## src/rtl/uart_bist_pkg.sv

```systemverilog
// Shared types and codes for the UART loopback BIST sequencer.
package uart_bist_pkg;

  typedef enum logic [2:0] {
    ST_IDLE    = 3'd0,
    ST_SEND    = 3'd1,
    ST_WAIT_RX = 3'd2,
    ST_WAIT_TX = 3'd3,
    ST_SETTLE  = 3'd4,
    ST_CHECK   = 3'd5,
    ST_DONE    = 3'd6
  } bist_state_t;

  localparam logic [1:0] STATUS_NONE     = 2'b00;
  localparam logic [1:0] STATUS_PASS     = 2'b01;
  localparam logic [1:0] STATUS_SIG_FAIL = 2'b10;
  localparam logic [1:0] STATUS_TIMEOUT  = 2'b11;

  // One spare bit so the watchdog can saturate above its expiry value.
  function automatic int unsigned timer_width(input int unsigned cycles);
    return $clog2(cycles) + 1;
  endfunction

endpackage

```

## src/rtl/uart_bist_ctrl_if.sv

```systemverilog
// Control/status bundle between the BIST sequencer and the UART datapath.
interface uart_bist_ctrl_if #(
  parameter int unsigned SAR_WIDTH = 16
);
  import uart_bist_pkg::*;

  // o_TX_DV is a one-cycle strobe with no ready: UART_TX takes the byte on the
  // strobe and reports its own progress on i_TX_Active; i_RX_DV is a one-cycle
  // byte-valid pulse that the sequencer consumes only while waiting for a byte.
  logic                 i_Start;
  logic                 i_Abort;
  logic                 i_TX_Active;
  logic                 i_RX_DV;
  logic [SAR_WIDTH-1:0] i_SAR_Tx;
  logic [SAR_WIDTH-1:0] i_SAR_Rx;
  logic                 o_Mode;
  logic                 o_TX_DV;
  logic                 o_Busy;
  logic                 o_Done;
  logic [1:0]           o_Status;
  logic [7:0]           o_Byte_Count;
  bist_state_t          o_Dbg_State;

  modport slave (
    input  i_Start, i_Abort, i_TX_Active, i_RX_DV, i_SAR_Tx, i_SAR_Rx,
    output o_Mode, o_TX_DV, o_Busy, o_Done, o_Status, o_Byte_Count, o_Dbg_State
  );

  modport master (
    output i_Start, i_Abort, i_TX_Active, i_RX_DV, i_SAR_Tx, i_SAR_Rx,
    input  o_Mode, o_TX_DV, o_Busy, o_Done, o_Status, o_Byte_Count, o_Dbg_State
  );

endinterface

```

## src/rtl/bist_watchdog.sv

```systemverilog
// Per-byte watchdog: cleared by load, counts while enabled, saturates, flags expiry.
module bist_watchdog
  import uart_bist_pkg::*;
#(
  parameter int unsigned TIMEOUT_CYCLES = 4096
) (
  input  logic i_Clock,
  input  logic i_Rst_L,
  input  logic i_Load,
  input  logic i_Enable,
  output logic o_Expire
);

  localparam int unsigned W = timer_width(TIMEOUT_CYCLES);
  localparam logic [W-1:0] LAST_COUNT = W'(TIMEOUT_CYCLES - 1);
  localparam logic [W-1:0] MAX_COUNT  = '1;

  logic [W-1:0] count_q, count_d;

  always_comb begin
    count_d = count_q;
    if (i_Load) begin
      count_d = '0;
    end else if (i_Enable && (count_q != MAX_COUNT)) begin
      count_d = count_q + 1'b1;
    end
  end

  always_ff @(posedge i_Clock or negedge i_Rst_L) begin
    if (!i_Rst_L) begin
      count_q <= '0;
    end else begin
      count_q <= count_d;
    end
  end

  assign o_Expire = (count_q >= LAST_COUNT);

endmodule

```

## src/rtl/uart_bist_ctrl.sv

```systemverilog
// BIST sequencer for LFSR -> UART_TX -> UART_RX loopback with SAR signature compare.
module uart_bist_ctrl
  import uart_bist_pkg::*;
#(
  parameter int unsigned NUM_BYTES      = 16,
  parameter int unsigned TIMEOUT_CYCLES = 4096,
  parameter int unsigned SAR_WIDTH      = 16
) (
  input  logic           i_Clock,
  input  logic           i_Rst_L,
  uart_bist_ctrl_if.slave bus
);

  localparam logic [7:0] LAST_BYTE = 8'(NUM_BYTES);

  bist_state_t state_q, state_d;
  logic [7:0]  count_q, count_d;
  logic [1:0]  status_q, status_d;
  logic        tx_dv_q, tx_dv_d;
  logic        wd_expire;
  logic        sar_match;

  assign sar_match = (SAR_WIDTH'(bus.i_SAR_Tx) == SAR_WIDTH'(bus.i_SAR_Rx));

  // The timer only runs while a byte is outstanding; every other state holds it clear.
  bist_watchdog #(
    .TIMEOUT_CYCLES(TIMEOUT_CYCLES)
  ) u_watchdog (
    .i_Clock (i_Clock),
    .i_Rst_L (i_Rst_L),
    .i_Load  (state_q != ST_WAIT_RX),
    .i_Enable(state_q == ST_WAIT_RX),
    .o_Expire(wd_expire)
  );

  always_comb begin
    state_d  = state_q;
    count_d  = count_q;
    status_d = status_q;
    tx_dv_d  = 1'b0;
    case (state_q)
      ST_IDLE: begin
        if (bus.i_Start) begin
          state_d  = ST_SEND;
          count_d  = '0;
          status_d = STATUS_NONE;
        end
      end
      ST_SEND: begin
        tx_dv_d = 1'b1;
        state_d = ST_WAIT_RX;
      end
      ST_WAIT_RX: begin
        // A byte arriving on the expiry cycle still counts as received.
        if (bus.i_RX_DV) begin
          count_d = count_q + 8'd1;
          state_d = ST_WAIT_TX;
        end else if (wd_expire) begin
          status_d = STATUS_TIMEOUT;
          state_d  = ST_DONE;
        end
      end
      ST_WAIT_TX: begin
        if (!bus.i_TX_Active) begin
          state_d = (count_q == LAST_BYTE) ? ST_SETTLE : ST_SEND;
        end
      end
      ST_SETTLE: state_d = ST_CHECK;
      ST_CHECK: begin
        status_d = sar_match ? STATUS_PASS : STATUS_SIG_FAIL;
        state_d  = ST_DONE;
      end
      ST_DONE: state_d = ST_IDLE;
      default: state_d = ST_IDLE;
    endcase

    if (bus.i_Abort) begin
      state_d  = ST_IDLE;
      tx_dv_d  = 1'b0;
      status_d = STATUS_NONE;
    end
  end

  always_ff @(posedge i_Clock or negedge i_Rst_L) begin
    if (!i_Rst_L) begin
      state_q  <= ST_IDLE;
      count_q  <= '0;
      status_q <= STATUS_NONE;
      tx_dv_q  <= 1'b0;
    end else begin
      state_q  <= state_d;
      count_q  <= count_d;
      status_q <= status_d;
      tx_dv_q  <= tx_dv_d;
    end
  end

  assign bus.o_Busy       = (state_q != ST_IDLE);
  assign bus.o_Mode       = (state_q != ST_IDLE);
  assign bus.o_Done       = (state_q == ST_DONE);
  assign bus.o_TX_DV      = tx_dv_q;
  assign bus.o_Status     = status_q;
  assign bus.o_Byte_Count = count_q;
  assign bus.o_Dbg_State  = state_q;

endmodule

```

## src/flat_wrapper.sv

```systemverilog
// flat-port wrapper written by rule: the top's interface ports become plain ports
module uart_bist_ctrl_flat import uart_bist_pkg::*;
#(
  parameter int unsigned NUM_BYTES      = 16,
  parameter int unsigned TIMEOUT_CYCLES = 4096,
  parameter int unsigned SAR_WIDTH      = 16
)
  (i_Clock, i_Rst_L, bus_i_Start, bus_i_Abort, bus_i_TX_Active, bus_i_RX_DV, bus_i_SAR_Tx, bus_i_SAR_Rx, bus_o_Mode, bus_o_TX_DV, bus_o_Busy, bus_o_Done, bus_o_Status, bus_o_Byte_Count, bus_o_Dbg_State);
  uart_bist_ctrl_if #(.SAR_WIDTH(SAR_WIDTH)) bus_i ();
  input  logic i_Clock;
  input  logic i_Rst_L;
  input wire logic [$bits(bus_i.i_Start)-1:0] bus_i_Start;
  input wire logic [$bits(bus_i.i_Abort)-1:0] bus_i_Abort;
  input wire logic [$bits(bus_i.i_TX_Active)-1:0] bus_i_TX_Active;
  input wire logic [$bits(bus_i.i_RX_DV)-1:0] bus_i_RX_DV;
  input wire logic [$bits(bus_i.i_SAR_Tx)-1:0] bus_i_SAR_Tx;
  input wire logic [$bits(bus_i.i_SAR_Rx)-1:0] bus_i_SAR_Rx;
  output wire logic [$bits(bus_i.o_Mode)-1:0] bus_o_Mode;
  output wire logic [$bits(bus_i.o_TX_DV)-1:0] bus_o_TX_DV;
  output wire logic [$bits(bus_i.o_Busy)-1:0] bus_o_Busy;
  output wire logic [$bits(bus_i.o_Done)-1:0] bus_o_Done;
  output wire logic [$bits(bus_i.o_Status)-1:0] bus_o_Status;
  output wire logic [$bits(bus_i.o_Byte_Count)-1:0] bus_o_Byte_Count;
  output wire logic [$bits(bus_i.o_Dbg_State)-1:0] bus_o_Dbg_State;
  assign bus_i.i_Start = bus_i_Start;
  assign bus_i.i_Abort = bus_i_Abort;
  assign bus_i.i_TX_Active = bus_i_TX_Active;
  assign bus_i.i_RX_DV = bus_i_RX_DV;
  assign bus_i.i_SAR_Tx = bus_i_SAR_Tx;
  assign bus_i.i_SAR_Rx = bus_i_SAR_Rx;
  assign bus_o_Mode = bus_i.o_Mode;
  assign bus_o_TX_DV = bus_i.o_TX_DV;
  assign bus_o_Busy = bus_i.o_Busy;
  assign bus_o_Done = bus_i.o_Done;
  assign bus_o_Status = bus_i.o_Status;
  assign bus_o_Byte_Count = bus_i.o_Byte_Count;
  assign bus_o_Dbg_State = bus_i.o_Dbg_State;
  uart_bist_ctrl #(.NUM_BYTES(NUM_BYTES), .TIMEOUT_CYCLES(TIMEOUT_CYCLES), .SAR_WIDTH(SAR_WIDTH)) u_core (.i_Clock(i_Clock), .i_Rst_L(i_Rst_L), .bus(bus_i));
endmodule
```

## config.mk

```make
export PLATFORM = sky130hd
export DESIGN_NAME = uart_bist_ctrl_flat
export DESIGN_NICKNAME = d
export VERILOG_FILES = /design/src/rtl/uart_bist_pkg.sv /design/src/rtl/uart_bist_ctrl_if.sv /design/src/rtl/bist_watchdog.sv /design/src/rtl/uart_bist_ctrl.sv /design/src/flat_wrapper.sv
export SDC_FILE = /design/constraint.sdc
export NUM_CORES = 1
export LEC_CHECK = 0
export ABC_CLOCK_PERIOD_IN_PS = 1920
export CAP_MARGIN = 20
export CORE_ASPECT_RATIO = 1.75
export CORE_MARGIN = 5
export CORE_UTILIZATION = 46
export CTS_CLUSTER_SIZE = 24
export DETAILED_ROUTE_END_ITERATION = 16
export PLACE_DENSITY = 0.79
export SYNTH_ARGS = -nofsm -noshare
export SYNTH_HDL_FRONTEND = slang
export SYNTH_SLANG_ARGS = --single-unit
```

## constraint.sdc

```tcl
create_clock -name i_Clock -period 1.92 [get_ports i_Clock]
set_clock_uncertainty 0.1 [all_clocks]
set_input_delay 0.288 -clock i_Clock [delete_from_list [all_inputs] [get_ports i_Clock]]
set_output_delay 0.288 -clock i_Clock [all_outputs]
set_load 0.03 [all_outputs]
```

==> qor.yml <==
clock_network:
  htree_levels: 1
  cts.sinks: 27
  clockBufferDepth: 2
  cts_root_buffer: "clkbuf_8"
  worstSkewPairLatency_ps: 270
  cts_tree: "done"
  hold_buffers: 0
  clk_pin_slew_worst_paths_ps: 90
  cts_buffers: 3
detailed_routing:
  detail-route-antenna-nets: 0
  dr.pass1.iters: 4
  drtIter0Drc: 35
  num_vias: 1602
  drt-wirelength-per-cell_microns: 14.3
  routed_wl_microns: 4170
  drc: 0
  vias_per_cell: 5.49
critical_path:
  critPathMaxFanout: 7
  crit_family: "buffers and inverters"
  critPathKind: "reg -> out"
  cp-end-kind: "output pin"
  worstPathCellList: "clkdlybuf4s50_1"
  arrival_ps: 1450
  startpoint_type: "register"
  crit_required_ps: 1530
  critPathBufInv: 1
  critical-path-max-stage-delay_ps: 720
  slowest_stage: "clkdlybuf4s50_1"
timing:
  worst_hold_slack_ps: 297
  finalCritPeriodShare_pct: 95.8
  fin_crit_ps: 1840
  max_clock_freq_ghz: 0.543
  drv_slew: 0
  slew_headroom_pct: 75.2
  layout_setup_ws_ps: 79.9
  hold_viol: 0
  tightest_slew_ps: 369
  rsz0062_at_grt: "false"
  setup_viol: 0
cells_and_area:
  drive_gt1_share_pct: 15.4
  n_fill_cell: 299
  layout_common_cells: "clkdlybuf4s50_1, dfrtp_1, xor2_1"
  area_delta_synth_final_pct: 45.7
  diodes: 0
  final_net_count: 288
  final_cells: 292
  fin_area_sq_um: 2440
  final_common_cell: "clkdlybuf4s50_1"
placed_design:
  pre_cts_slack_ps: -210
  place_inst: 288
  place_congestion: 0.826
  postPlaceCellArea_sq_um: 2380
  portBuffers: 54
  detailed_place_hpwl_microns: 3430
power:
  peakVddDrop_mv: 0.674
  p_leak_nw: 1.07
  powerDensity_nw_per_um2: 888
yosys:
  async_reset_ff_share_pct: 100
  mappedNetlistArea_sq_um: 1670
  synth_ff_type: "dfrtp_1"
  yosys_warnings: 0
  synth_nets: 215
  synth.avg_cell_area_sq_um: 9.61
  synth_cells: 174
  ys_seq_area_share_pct: 40.4
  synth.ff_latch_count: 27
  synth_edf_count: 0
  synth_cell_types: 42
min_path:
  hold_path.class: "in -> async"
global_routing:
  grt_start_max_net_pins: 28
  grt_pass1_vias: 1718
  grt_pass1_wl_microns: 7200
  antenna_found_initial: 0
  grt_usage_pct: 17.2
  grt-ovfl-total: 0
die:
  io_pins: 55
  fp.coreArea_sq_um: 3560
  die_h_microns: 89.7
  initial_core_util_pct: 47.0
  dieArea_sq_um: 4990
  num_rows: 29
  die_w_microns: 55.6
run:
  maxCapViolCount: 0
run_status:
  status: "completed"
final timing paths:
path / cells past startpoint / from / slack [ps] / endpoint
max: 1 / u_core.bus.o_Byte_Count[3] / 80 / bus_o_Byte_Count[3]
min: 2 / i_Rst_L / 300 / u_core.u_watchdog.count_q[3]
max reg2reg: 5 / u_core.u_watchdog.count_q[0] / 100 / u_core.bus.o_Status[1]
min reg2reg: 1 / u_core.bus.o_Byte_Count[4] / 440 / u_core.bus.o_Byte_Count[4]
max in group asynchronous: 2 / i_Rst_L / 1170 / u_core.u_watchdog.count_q[9]
min in group i_Clock: 1 / u_core.bus.o_Byte_Count[4] / 440 / u_core.bus.o_Byte_Count[4]
Yosys cell counts (all sizes together) (2+ instances only):
cell / n / area, sq um
ha: 3 / 37.5
xor2: 26 / 228
inv: 5 / 18.8
nand2: 11 / 41.3
and4: 2 / 17.5
and3: 5 / 36.3
and2: 2 / 12.5
dfrtp: 27 / 676
o221a: 2 / 22.5
a21oi: 5 / 25.0
xnor2: 2 / 17.5
nor4: 5 / 31.3
o21ai: 9 / 45.0
buf: 3 / 22.5
clkbuf: 2 / 7.51
nor3b: 4 / 35.0
nand4: 5 / 31.3
nor4b: 3 / 26.3
nor2: 21 / 81.3
a31oi: 4 / 25.0
nand3: 11 / 55.1
a41oi: 2 / 25.0
logic make-up (layout without fill, tap and decap cells):
family,after synthesis,after routing,synth area share [%]
XOR/XNOR,28,28,14.7
buffers and inverters,10,82,2.92
AO/OA/AOI/OAI,33,33,15.6
flip-flops,27,27,40.4
adder cells (fa/ha/maj),3,3,2.25
AND/OR/NAND/NOR,72,72,23.4
multiplexers,1,1,0.674
final cells by class:
class	instances	area (sq um)	share of cell area [%]
Timing Repair Buffer	73	679	27.9
Clock buffer	3	41.3	1.69
Inverter	5	18.8	0.770
Clock inverter	1	5.00	0.205
Multi-Input combinational cell	137	958	39.3
Sequential cell	27	676	27.7
Tap cell	46	57.6	2.36
where the power goes:
| part | switching (mW) | internal (mW) | total, mW |
|---|---|---|---|
| Sequential | 0.0596 | 0.642 | 0.702 |
| Combinational | 0.639 | 0.507 | 1.15 |
| Clock | 0.170 | 0.145 | 0.315 |
| Total | 0.869 | 1.29 | 2.16 |
per-layer routing:
layer	up-vias	part of all wire, %	track usage, %
li1	774	-	-
met1	770	37	17.5
met2	52	55	33.3
met3	6	6.2	2.87
met4	0	2.1	6.90
met5	-	0	0
worst reg2reg max path, stage by stage, from the launching register on:
cell and delay [ps]:
dfrtp_1 430, ha_1 230, o21a_1 210, a2111oi_4 390, nor2_1 120, o221a_1 250
per-stage QoR:
step                      util [%]  total power, mW  TNS, ps
after floorplan                  -             1.37        0
after global placement        66.9             1.86     -200
after detailed placement      66.9             1.86     -316
after CTS                     68.2             2.18        0
after global routing          68.5             2.31        0
final                         68.5             2.16        0
registers in the layout (all words and copies together), names as in the netlist:
register / count
u_core.u_watchdog.count_q: 13
u_core.bus.o_Byte_Count: 8
u_core.bus.o_Dbg_State: 3
u_core.bus.o_Status: 2
u_core.bus.o_TX_DV: 1
repair_timing:
action,in CTS,in global routing
hold endpoints to repair,0,0
setup endpoints to repair,1,3
gates resized for setup,1,3
setup buffers,0,0
(Power assumes the default switching activity.)
